[src/rtl/count_enable_gen_pkg.sv]
// Shared types and default widths for the counter enable generator.
package count_enable_pkg;

   typedef enum logic [1:0] {
      IDLE  = 2'd0,
      RUN   = 2'd1,
      BURST = 2'd2
   } cen_state_t;

   localparam int CEN_PRESCALE_W = 8;
   localparam int CEN_BURST_W    = 4;

endpackage

[src/rtl/count_enable_gen_if.sv]
// Control/status bundle between a sequencer and the counter enable generator.
interface count_enable_gen_if
   import count_enable_pkg::*;
#(
   parameter int PRESCALE_W = CEN_PRESCALE_W,
   parameter int BURST_W    = CEN_BURST_W
) ();

   logic                  start;
   logic                  stop;
   logic                  step;
   logic                  mode_burst;
   logic [PRESCALE_W-1:0] prescale;
   logic [BURST_W-1:0]    burst_len;
   logic                  enable;
   logic                  busy;
   logic                  done;

   modport master (
      output start, stop, step, mode_burst, prescale, burst_len,
      input  enable, busy, done
   );

   modport slave (
      input  start, stop, step, mode_burst, prescale, burst_len,
      output enable, busy, done
   );

endinterface

[src/rtl/count_enable_gen_prescaler.sv]
// Interval counter 0..period with a registered tick on every wrap.
module enable_prescaler
   import count_enable_pkg::*;
#(
   parameter int PERIOD_W = CEN_PRESCALE_W
) (
   input  logic                clk,
   input  logic                reset,
   input  logic                clear,
   input  logic                run,
   input  logic [PERIOD_W-1:0] period,
   output logic                tick
);

   logic [PERIOD_W-1:0] cnt_q, cnt_d;
   logic                tick_q, tick_d;

   // Wrap on >= so the count can never sit above the period
   always_comb begin
      cnt_d  = cnt_q;
      tick_d = 1'b0;
      if (clear) begin
         cnt_d = '0;
      end else if (run) begin
         if (cnt_q >= period) begin
            cnt_d  = '0;
            tick_d = 1'b1;
         end else begin
            cnt_d = cnt_q + PERIOD_W'(1);
         end
      end
   end

   always_ff @(posedge clk) begin
      if (reset) begin
         cnt_q  <= '0;
         tick_q <= 1'b0;
      end else begin
         cnt_q  <= cnt_d;
         tick_q <= tick_d;
      end
   end

   assign tick = tick_q;

endmodule

[src/rtl/count_enable_gen.sv]
// Enable pulse generator for the 4-bit up-counter: free-run, burst and single-step.
module count_enable_gen
   import count_enable_pkg::*;
#(
   parameter int PRESCALE_W = CEN_PRESCALE_W,
   parameter int BURST_W    = CEN_BURST_W
) (
   input  logic              clk,
   input  logic              reset,
   count_enable_gen_if.slave bus
);

   cen_state_t            state_q, state_d;
   logic [PRESCALE_W-1:0] period_q, period_d;
   logic [BURST_W-1:0]    burstCnt_q, burstCnt_d;
   logic                  stepReq_q, stepReq_d;
   logic                  enable_q, enable_d;
   logic                  busy_q;
   logic                  done_q, done_d;
   logic                  presClear, presRun, tick;
   logic [PRESCALE_W-1:0] presPeriod;

   // The prescaler starts on the accepting edge, one edge ahead of the
   // window, so its registered tick lines up with the registered enable.
   enable_prescaler #(.PERIOD_W(PRESCALE_W)) uPrescaler (
      .clk    (clk),
      .reset  (reset),
      .clear  (presClear),
      .run    (presRun),
      .period (presPeriod),
      .tick   (tick)
   );

   always_comb begin
      state_d    = state_q;
      period_d   = period_q;
      burstCnt_d = burstCnt_q;
      stepReq_d  = 1'b0;
      enable_d   = 1'b0;
      done_d     = 1'b0;
      presClear  = 1'b0;
      presRun    = 1'b0;
      presPeriod = period_q;
      case (state_q)
         IDLE: begin
            enable_d = stepReq_q;
            if (bus.start && (!bus.mode_burst || bus.burst_len != '0)) begin
               state_d    = bus.mode_burst ? BURST : RUN;
               period_d   = bus.prescale;
               burstCnt_d = bus.mode_burst ? bus.burst_len : '0;
               presPeriod = bus.prescale;
               presRun    = 1'b1;
            end else begin
               presClear = 1'b1;
               stepReq_d = bus.step && !bus.start;
            end
         end
         RUN, BURST: begin
            if (bus.stop) begin
               state_d    = IDLE;
               burstCnt_d = '0;
               presClear  = 1'b1;
            end else begin
               presRun  = 1'b1;
               enable_d = tick;
               if (state_q == BURST && tick) begin
                  burstCnt_d = burstCnt_q - BURST_W'(1);
                  // Last pulse of the burst: finish in the same cycle
                  if (burstCnt_q == BURST_W'(1)) begin
                     done_d    = 1'b1;
                     state_d   = IDLE;
                     presRun   = 1'b0;
                     presClear = 1'b1;
                  end
               end
            end
         end
         default: begin
            state_d   = IDLE;
            presClear = 1'b1;
         end
      endcase
   end

   always_ff @(posedge clk) begin
      if (reset) begin
         state_q    <= IDLE;
         period_q   <= '0;
         burstCnt_q <= '0;
         stepReq_q  <= 1'b0;
         enable_q   <= 1'b0;
         busy_q     <= 1'b0;
         done_q     <= 1'b0;
      end else begin
         state_q    <= state_d;
         period_q   <= period_d;
         burstCnt_q <= burstCnt_d;
         stepReq_q  <= stepReq_d;
         enable_q   <= enable_d;
         busy_q     <= (state_d != IDLE);
         done_q     <= done_d;
      end
   end

   assign bus.enable = enable_q;
   assign bus.busy   = busy_q;
   assign bus.done   = done_q;

endmodule

[src/flat_wrapper.sv]
// flat-port wrapper written by rule: the top's interface ports become plain ports
module count_enable_gen_flat import count_enable_pkg::*;
#(
   parameter int PRESCALE_W = CEN_PRESCALE_W,
   parameter int BURST_W    = CEN_BURST_W
)
  (clk, reset, bus_start, bus_stop, bus_step, bus_mode_burst, bus_prescale, bus_burst_len, bus_enable, bus_busy, bus_done);
  count_enable_gen_if #(.PRESCALE_W(PRESCALE_W), .BURST_W(BURST_W)) bus_i ();
  input  logic clk;
  input  logic reset;
  input wire logic [$bits(bus_i.start)-1:0] bus_start;
  input wire logic [$bits(bus_i.stop)-1:0] bus_stop;
  input wire logic [$bits(bus_i.step)-1:0] bus_step;
  input wire logic [$bits(bus_i.mode_burst)-1:0] bus_mode_burst;
  input wire logic [$bits(bus_i.prescale)-1:0] bus_prescale;
  input wire logic [$bits(bus_i.burst_len)-1:0] bus_burst_len;
  output wire logic [$bits(bus_i.enable)-1:0] bus_enable;
  output wire logic [$bits(bus_i.busy)-1:0] bus_busy;
  output wire logic [$bits(bus_i.done)-1:0] bus_done;
  assign bus_i.start = bus_start;
  assign bus_i.stop = bus_stop;
  assign bus_i.step = bus_step;
  assign bus_i.mode_burst = bus_mode_burst;
  assign bus_i.prescale = bus_prescale;
  assign bus_i.burst_len = bus_burst_len;
  assign bus_enable = bus_i.enable;
  assign bus_busy = bus_i.busy;
  assign bus_done = bus_i.done;
  count_enable_gen #(.PRESCALE_W(PRESCALE_W), .BURST_W(BURST_W)) u_core (.clk(clk), .reset(reset), .bus(bus_i));
endmodule
[config.mk]
export PLATFORM = sky130hd
export DESIGN_NAME = count_enable_gen_flat
export DESIGN_NICKNAME = d
export VERILOG_FILES = /design/src/rtl/count_enable_gen_pkg.sv /design/src/rtl/count_enable_gen_if.sv /design/src/rtl/count_enable_gen_prescaler.sv /design/src/rtl/count_enable_gen.sv /design/src/flat_wrapper.sv
export SDC_FILE = /design/constraint.sdc
export NUM_CORES = 1
export LEC_CHECK = 0
export BUFFER_PORTS_ARGS = -buffer_cell sky130_fd_sc_hd__buf_2
export CAP_MARGIN = 15
export CELL_PAD_IN_SITES_DETAIL_PLACEMENT = 1
export CELL_PAD_IN_SITES_GLOBAL_PLACEMENT = 2
export CORE_MARGIN = 10
export CORE_UTILIZATION = 38
export CTS_BUF_LIST = sky130_fd_sc_hd__clkbuf_4
export CTS_CLUSTER_DIAMETER = 150
export DETAILED_ROUTE_END_ITERATION = 16
export PLACE_DENSITY_LB_ADDON = 0.1
export SYNTH_ARGS = -nofsm -noshare
export SYNTH_HDL_FRONTEND = slang
export SYNTH_SLANG_ARGS = --single-unit
[constraint.sdc]
create_clock -name clk -period 5.8 [get_ports clk]
set_input_delay 0.29 -clock clk [delete_from_list [all_inputs] [get_ports clk]]
set_output_delay 0.29 -clock clk [all_outputs]
set_load 0.005 [all_outputs]
After elaboration in Yosys (flattened, before gate mapping)

Index checks and enable logic that the tools add are counted.

Flip-flop bits (word level): 27
Input bits: 18
Output and inout bits: 3
Word-level logic and storage cells: 63

Add/subtract/negate cells: 2
$lt $le $gt $ge: 1
Equal/unequal tests: 5
Muxes and demuxes: 27
Bitwise gates (word level): 3
Reductions and logical operators: 16

Operator list:

| cell                                                                | number |
|---|---|
| 8-bit 2-to-1 mux                                                    | 3 |
| 4-bit 2-to-1 mux                                                    | 4 |
| 1-bit 2-to-1 mux                                                    | 10 |
| 2-bit 2-to-1 mux                                                    | 5 |
| 3-bit OR reduction                                                  | 3 |
| 8-bit by 1-bit adder with 8-bit output (second input constant)      | 1 |
| 8-bit greater-or-equal comparator                                   | 1 |
| 4-bit one-hot mux with 2 select lines                               | 1 |
| 1-bit one-hot mux with 2 select lines                               | 3 |
| 4-bit by 1-bit == test with 1-bit output (second input constant)    | 1 |
| 2-bit one-hot mux with 2 select lines                               | 1 |
| 2-bit nonzero test                                                  | 2 |
| 4-bit nonzero test                                                  | 1 |
| 2-bit OR reduction                                                  | 2 |
| 4-bit by 1-bit subtractor with 4-bit output (second input constant) | 1 |
| 1-bit logical AND                                                   | 3 |
| 3-bit by 2-bit != test with 1-bit output (second input constant)    | 1 |
| 1-bit inverter                                                      | 3 |
| 3-bit AND reduction                                                 | 1 |
| 2-bit by 1-bit == test with 1-bit output (second input constant)    | 1 |
| 2-bit == test (second input constant)                               | 1 |
| 1-bit zero test                                                     | 2 |
| 2-bit zero test                                                     | 1 |
| 2-bit by 1-bit != test with 1-bit output (second input constant)    | 1 |
| 1-bit logical OR                                                    | 1 |

Logic depth before layout (Yosys ltp)

Gate-level depths: netlist of run 1.

Depth after elaboration: 7
Depth in mapped cells: 12
Mapped depth without buffers: 10

By module

A second synthesis of run 1 with hierarchy kept.

Cell total of the unflattened synthesis: 167
Area, all modules: 1669.1 sq um

By module, submodules not included:

| module           | times used | cells an instance | area an instance (sq um) | sequential area each (sq um) |
|---|---|---|---|---|
| count_enable_gen | 1          | 103               | 1016.0                   | 360.3 |
| enable_prescaler | 1          | 64                | 653.1                    | 180.2 |

Least setup slack after synthesis of run 1

OpenSTA, ideal clock, no wires.

Path kind: input-to-reg
From: input bus_burst_len[2]
To: register u_core.uPrescaler.cnt_q[4]
Library setup time: 77 ps
Arrival: 2843 ps
Required time: 5723 ps
Setup slack: 2881 ps
Stages: 11
Buffers on the path: 2
Path through: or4b_4 > o211ai_4 > buf_6 > mux2i_1 > ha_1 > a211oi_1 > o21ai_0 > a21oi_1 > clkbuf_1 > nand3_1 > a31oi_1

Longest elaborated chain between the ends: 7
Elaborated cells on any way between the ends: 12
Classes of those cells: order compare (1); mux (7); reduce/logical (4)

RTL lines:

| what                              | line                             | source |
|---|---|---|
| start: declaration                | flat_wrapper.sv:16               | `input wire logic [$bits(bus_i.burst_len)-1:0] bus_burst_len;` |
| 4-bit nonzero test (*)            | count_enable_gen.sv:47           | `if (bus.start && (!bus.mode_burst \|\| bus.burst_len != '0)) begin` |
| 1-bit logical OR (*)              | count_enable_gen.sv:47           |  |
| 1-bit logical AND (*)             | count_enable_gen.sv:47           |  |
| 8-bit 2-to-1 mux                  | count_enable_gen.sv:47           |  |
| 8-bit 2-to-1 mux                  | count_enable_gen.sv:44           | `case (state_q)` |
| 8-bit greater-or-equal comparator | count_enable_gen_prescaler.sv:25 | `if (cnt_q >= period) begin` |
| 8-bit 2-to-1 mux                  | count_enable_gen_prescaler.sv:25 |  |
| end signal: assignment            | count_enable_gen_prescaler.sv:39 | `cnt_q <= cnt_d;` |
| end: declaration                  | count_enable_gen_prescaler.sv:15 | `logic [PERIOD_W-1:0] cnt_q, cnt_d;` |

Every way passes the cells marked *; elsewhere a longest branch is shown, timed or not.
A chain may end at the register's enable or synchronous reset.

Final worst setup path of run 1

From: register u_core.state_q[1]
To: register u_core.uPrescaler.cnt_q[7]

Longest elaborated chain between the ends: 6
Elaborated cells on any way between the ends: 15
Classes of those cells: order compare (1); eq/ne (2); mux (8); reduce/logical (4)

RTL lines:

| what                                                                      | line                   | source |
|---|---|---|
| start: declaration                                                        | count_enable_gen.sv:13 | `cen_state_t state_q, state_d;` |
| start signal: assignment                                                  | count_enable_gen.sv:95 | `state_q <= state_d;` |
| branches (longest 6 deep; another with 8-bit greater-or-equal comparator) | -                      |  |

Several ways; the timed one is not identified.

==> metrics.md, run 1 <==
| Metric | Value |
|---|---|
| Clock slew at reported path FFs | `0.16 ns` |
| Inst Count DP | `236` |
| Nets@finish | `225` |
| Setup CP Type | `reg2reg` |
| Pre-Repair DR Iteration Count | `4` |
| Setup Buffers After CTS | `0` |
| Post-Syn Nets | `204` |
| Yosys top cell area share | `0.366` |
| Post-synthesis cell count | `172` |
| Ys Warns | `0` |
| Setup slack at placement | `2.17 ns` |
| Vias in the first global route | `1421` |
| Synthesized area | `1480 um^2` |
| Fmax | `0.302 GHz` |
| Number of antenna violations at the first check in global routing | `0` |
| Routability cong. | `0.721` |
| Worst Skew | `0.0102 ns` |
| Total CTS buffers | `3` |
| Arrival time worst endpoint | `3.58 ns` |
| First-pass GRT wire length | `6.54 mm` |
| Num rows | `22` |
| Largest net degree at the start of global routing | `17` |
| CTS tree | `built` |
| Max-slew headroom | `0.330` |
| Post-layout util | `0.441` |
| Final min period | `3.31 ns` |
| FF+latch count, synth | `27` |
| Die area | `6780 um^2` |
| Initial core utilization | `0.398` |
| Synth top area cells | `dfxtp_1 (37%), ha_1 (12%), nor2_1 (5.3%)` |
| RSZ-0062 raised after global routing | `no` |
| Peak supply drop | `76.8 uV` |
| Crit start category | `flop` |
| Post-synth EDFFs | `0` |
| CP Capture Type | `flop` |
| Congestion Overflow GR | `0` |
| Max Cap Viol | `0` |
| Unique masters post-synth | `38` |
| Power Total | `0.000378 W` |
| Dpl hpwl | `3.03 mm` |
| Multi-input combinational cell area | `885 um^2` |
| Dominant synthesized flop cell | `dfxtp_1` |
| Via count normalized by instance count | `5.46` |
| Worst endpoint required time | `6.07 ns` |
| Worst slew pin tran | `1.00 ns` |
| Core box area | `3720 um^2` |
| Reg2reg setup slack | `2.49 ns` |
| Clock root buffer | `clkbuf_4` |
| P&R area growth vs syn | `10.9%` |
| Pleak | `0.696 nW` |
| Final Hold Viols | `0` |
| Die width | `82.4 um` |
| Die Y | `82.4 um` |
| Port buffer count | `20` |
| # fillers | `461` |
| Post-synthesis average cell area | `8.59 um^2` |
| Commonest cells in the netlist | `dfxtp_1 (27), nor2_1 (21), nand2_1 (16), ha_1 (14), nand3_1 (14)` |
| Final setup viols | `0` |
| Non-Filler Instances | `240` |
| Routed Antenna Nets | `0` |
| Met3 wire len | `175 um` |
| Cts hold-fix bufs | `0` |
| Vias after detailed routing | `1310` |
| Setup slack after layout | `2.49 ns` |
| Status | `finished clean` |
| Synth area leader | `dfxtp_1` |
| Seq/Total Area, Yosys | `0.366` |
| Met1 wire length | `1.73 mm` |
| # resized after CTS | `0` |
| Total routing usage reported by global routing | `0.119` |
| Met2 WL post-DR | `1.90 mm` |
| Clk_lat worst skew | `0.33 ns` |
| CTS Buffer Depth | `2` |
| H-tree levels | `1` |
| Async S/R FF share, synth | `0` |
| Post-Route WL | `3.82 mm` |
| Layout cells sized above 1 | `0.156` |
| Slew Viols, Final | `0` |
| Hold crit path type | `in2reg` |
| # diodes | `0` |
| Part of the cycle the worst path needs | `0.571` |
| Top routing layer used | `met4` |
| # IOs | `21` |
| CP max FO | `14` |
| # DRC | `0` |
| FF/Latch Area | `541 um^2` |
| # clock sinks | `27` |
| Avg WL per Cell | `15.9 um` |
| Count leader, synth | `dfxtp_1` |
| PwrDens | `231 nW/um^2` |
| Post-route setup TNS | `0 ns` |
| DRT iter0 DRCs | `38` |
flip-flops by register name, indices dropped and copies added (netlist names):
| register | count |
|---|---|
| u_core.uPrescaler.tick | 1 |
| u_core.uPrescaler.cnt_q | 8 |
| u_core.bus.done | 1 |
| u_core.burstCnt_q | 4 |
| u_core.bus.busy | 1 |
| u_core.state_q | 2 |
| u_core.stepReq_q | 1 |
| u_core.period_q | 8 |
| u_core.bus.enable | 1 |
worst max-delay path, stage by stage (launching register included):
cell and delay [ns]:
dfxtp_1 0.46, inv_1 0.07, ha_1 0.29, o211ai_4 0.27, mux2i_1 0.32, ha_1 0.29, a211oi_1 0.20, o21ai_0 0.14
a21oi_1 0.82, nand3_1 0.17, a31oi_1 0.20
routing by layer:
| layer | vias up | GRT usage |
|---|---|---|
| met5 | - | 0 |
| met4 | 0 | 0.0340 |
| met3 | 2 | 0.0238 |
| met2 | 12 | 0.212 |
| met1 | 634 | 0.142 |
| li1 | 662 | - |
stage by stage:
stage	area, um^2	hold slack [ns]
floorplan	1480	0.363
finish	1640	0.176
global placement	1610	0.476
detailed placement	1610	0.501
CTS	1640	0.166
global route	1640	0.152
worst paths after layout:
path / end / cells after the start / startpoint
max: u_core.uPrescaler.cnt_q[7] / 10 / u_core.state_q[1]
min: u_core.stepReq_q / 2 / bus_start
max reg2reg: u_core.uPrescaler.cnt_q[7] / 10 / u_core.state_q[1]
min reg2reg: u_core.uPrescaler.cnt_q[1] / 2 / u_core.uPrescaler.cnt_q[1]
area by class of cell:
type / count / area share
Sequential cell: 27 / 0.330
Tap cell: 48 / 0.0366
Timing Repair Buffer: 20 / 0.0611
Clock inverter: 1 / 0.00305
Inverter: 7 / 0.0160
Multi-Input combinational cell: 134 / 0.540
Clock buffer: 3 / 0.0137
cells in the final DEF (no fill, tap or decap), drive strengths merged, types with 2 or more instances in the layout:
cell type  synthesis  layout
dfxtp             27      27
nor2              21      21
buf                2      20
nand2             16      16
nand3             14      14
ha                14      14
a21oi             12      12
inv                7       7
mux2i              7       7
nor3               6       6
o21ai              6       6
a31oi              5       5
a211oi             4       4
nor2b              3       3
a22oi              3       3
clkbuf             2       3
nand2b             2       2
a32o               2       2
or2                2       2
o211ai             2       2
mux2               2       2
where the power goes:
| part | switching [W] | internal, W |
|---|---|---|
| combinational | 0.0000560 | 0.0000352 |
| clock | 0.0000584 | 0.0000259 |
| sequential | 0.00000659 | 0.000196 |
| total | 0.000121 | 0.000257 |
logic make-up (layout without fill, tap and decap cells):
family	after synthesis	in the layout	synth area share
simple gates	71	71	0.232
flops	27	27	0.366
buf+inv	11	31	0.0356
compound gates	40	40	0.183
mux	9	9	0.0652
fa+ha+maj	14	14	0.119
Note: power is estimated with default switching activity, not from simulation.
==> run 2, diff against run 1 <==
CORE_UTILIZATION = 35   (was 38)
clock period = 3.2 ns   (was 5.8 ns; I/O delays follow)
==> metrics.md, run 2 (synthesized netlist as in run 1, its figures left out) <==
| Metric | Value |
|---|---|
| Status | `finished clean` |
| # diodes | `0 (unchanged)` |
| Clock root buffer | `clkbuf_4` |
| Worst reg2reg startpoint | `u_core.state_q[1]` |
| Launch point of the worst hold path | `bus_start` |
| Fin Hold WS | `0.0435 ns (-0.132 ns)` |
| Core box area | `4030 um^2 (+8.4%)` |
| Die width | `85.0 um (+3.2%)` |
| Number of antenna violations at the first check in global routing | `0 (unchanged)` |
| # resized after CTS | `0 (unchanged)` |
| RSZ-0062 raised after global routing | `no` |
| # DRC | `0 (unchanged)` |
| Setup Buffers After CTS | `0 (unchanged)` |
| DRT iter0 DRCs | `11 (-71%)` |
| Layout cells sized above 1 | `0.161 (+0.00437)` |
| Max Cap Viol | `0 (unchanged)` |
| Clk_lat worst skew | `0.33 ns (about the same)` |
| Arrival time worst endpoint | `3.01 ns (-0.57 ns)` |
| PwrDens | `419 nW/um^2 (+82%)` |
| # IOs | `21 (unchanged)` |
| Peak supply drop | `211 uV (+170%)` |
| Met1 wire length | `1.64 mm (-4.8%)` |
| Max-slew headroom | `0.520 (+0.189)` |
| Nets@finish | `226 (+0.44%)` |
| Initial core utilization | `0.367 (-0.0309)` |
| Vias after detailed routing | `1297 (-0.99%)` |
| Pleak | `0.701 nW (+0.71%)` |
| Routed Antenna Nets | `0 (unchanged)` |
| # clock sinks | `27 (unchanged)` |
| Inst Count DP | `239 (+1.3%)` |
| Total routing usage reported by global routing | `0.105 (-0.0147)` |
| H-tree levels | `1 (unchanged)` |
| Die Y | `85.0 um (+3.2%)` |
| Non-Filler Instances | `243 (+1.3%)` |
| Met2 WL post-DR | `1.97 mm (+3.3%)` |
| CP max FO | `14 (unchanged)` |
| Slew Viols, Final | `0 (unchanged)` |
| Post-Route WL | `3.77 mm (-1.4%)` |
| Cts hold-fix bufs | `0 (unchanged)` |
| Top Registers | `u_core.period_q x8, u_core.uPrescaler.cnt_q x8, u_core.burstCnt_q x4` |
| CTS Buffer Depth | `2 (unchanged)` |
| Slowest stage delay, CP | `0.45 ns (-0.37 ns)` |
| Worst Skew | `0.00269 ns (-0.00747 ns)` |
| Most used cell, CP | `ha_1` |
| CP Capture Type | `flop` |
| Largest net degree at the start of global routing | `17 (unchanged)` |
| Top routing layer used | `met4` |
| Beginning of the critical path | `u_core.state_q[1]` |
| Post-route setup TNS | `0 ns (unchanged)` |
| Commonest non-fill, non-tap cell in the layout | `dfxtp_1` |
| Worst endpoint required time | `3.46 ns (-2.61 ns)` |
| Clock slew at reported path FFs | `0.15 ns (about the same)` |
| CTS tree | `built` |
| # fillers | `504 (+9.3%)` |
| Crit path cell chain | `inv_1 > ha_1 > o211ai_4 > mux2i_1 > ha_1 > a211oi_1 > o21ai_0 > a21oi_1 > buf_4 > nand3_1 > a31oi_1` |
| Routability cong. | `0.739 (+2.4%)` |
| Dpl hpwl | `2.99 mm (-1.4%)` |
| Crit start category | `flop` |
| Congestion Overflow GR | `0 (unchanged)` |
| Die area | `7220 um^2 (+6.5%)` |
| Setup CP Type | `reg2reg` |
| Via count normalized by instance count | `5.34 (-2.2%)` |
| Port buffer count | `20 (unchanged)` |
| Final setup viols | `0 (unchanged)` |
| Num rows | `23 (+4.5%)` |
| Final min period | `2.76 ns (-0.556 ns)` |
| Slowest cell on crit path | `dfxtp_1` |
| Fmax | `0.363 GHz (+20%)` |
| Worst slew pin tran | `0.720 ns (-0.284 ns)` |
| Area after DPL | `1620 um^2 (+0.62%)` |
| Met3 wire len | `139 um (-21%)` |
| Vias in the first global route | `1408 (-0.91%)` |
| Fin area | `1650 um^2 (+0.76%)` |
| Most frequent cells in the layout | `dfxtp_1 (27), nor2_1 (21), buf_2 (20)` |
| Final Hold Viols | `0 (unchanged)` |
| First-pass GRT wire length | `6.46 mm (-1.3%)` |
| Pre-Repair DR Iteration Count | `4 (unchanged)` |
| Avg WL per Cell | `15.5 um (-2.7%)` |
| P&R area growth vs syn | `11.8%` |
| Total CTS buffers | `3 (unchanged)` |
| Part of the cycle the worst path needs | `0.861 (+0.290)` |
| Hold crit path type | `in2reg` |
-- run 2: cell count changes in the layout (fill, tap and decap cells not counted), sizes merged --
cell / change
buf: +1
clkbuf: +1
clkinv: -1
-- run 2: metrics by stage --
stage	worst slack [ns]	util	total power (W)
floorplan	0.411	-	0.000492
global placement	0.313	0.402	0.000536
detailed placement	0.173	0.402	0.000541
CTS	0.396	0.410	0.000708
global route	0.154	0.410	0.000747
finish	0.444	0.410	0.000692
-- run 2: final cells by class --
type	instances	area [um^2]	share of cell area
Clock buffer	4	30.0	0.0182
Inverter	7	26.3	0.0159
Multi-Input combinational cell	134	885	0.536
Sequential cell	27	541	0.327
Tap cell	50	62.6	0.0379
Timing Repair Buffer	21	108	0.0652
-- run 2: report_power, final --
group,internal [W],switching (W)
Clock,0.0000573,0.000103
Combinational,0.0000655,0.0000985
Sequential,0.000355,0.0000117
-- run 2: layer usage --
| layer | global-route usage | vias up |
|---|---|---|
| met5 | 0 | - |
| met4 | 0.0180 | 0 |
| met3 | 0.0315 | 2 |
| met2 | 0.201 | 17 |
| met1 | 0.109 | 612 |
| li1 | - | 666 |
-- run 2: final timing paths --
| check | end | slack [ns] | depth (start not counted) |
|---|---|---|---|
| max | u_core.uPrescaler.cnt_q[3] | 0.44 | 11 |
| min | u_core.stepReq_q | 0.04 | 2 |
| max reg2reg | u_core.uPrescaler.cnt_q[3] | 0.44 | 11 |
| min reg2reg | u_core.uPrescaler.cnt_q[0] | 0.51 | 2 |
-- run 2: worst max-delay path: cells and delay by family, from the launching register on --
family | cells | cell delay, ns
adder cells (fa/ha/maj) | 2 | 0.57
flip-flops | 1 | 0.45
buffers and inverters | 2 | 0.28
AO/OA/AOI/OAI | 5 | 0.99
AND/OR/NAND/NOR | 1 | 0.09
multiplexers | 1 | 0.31
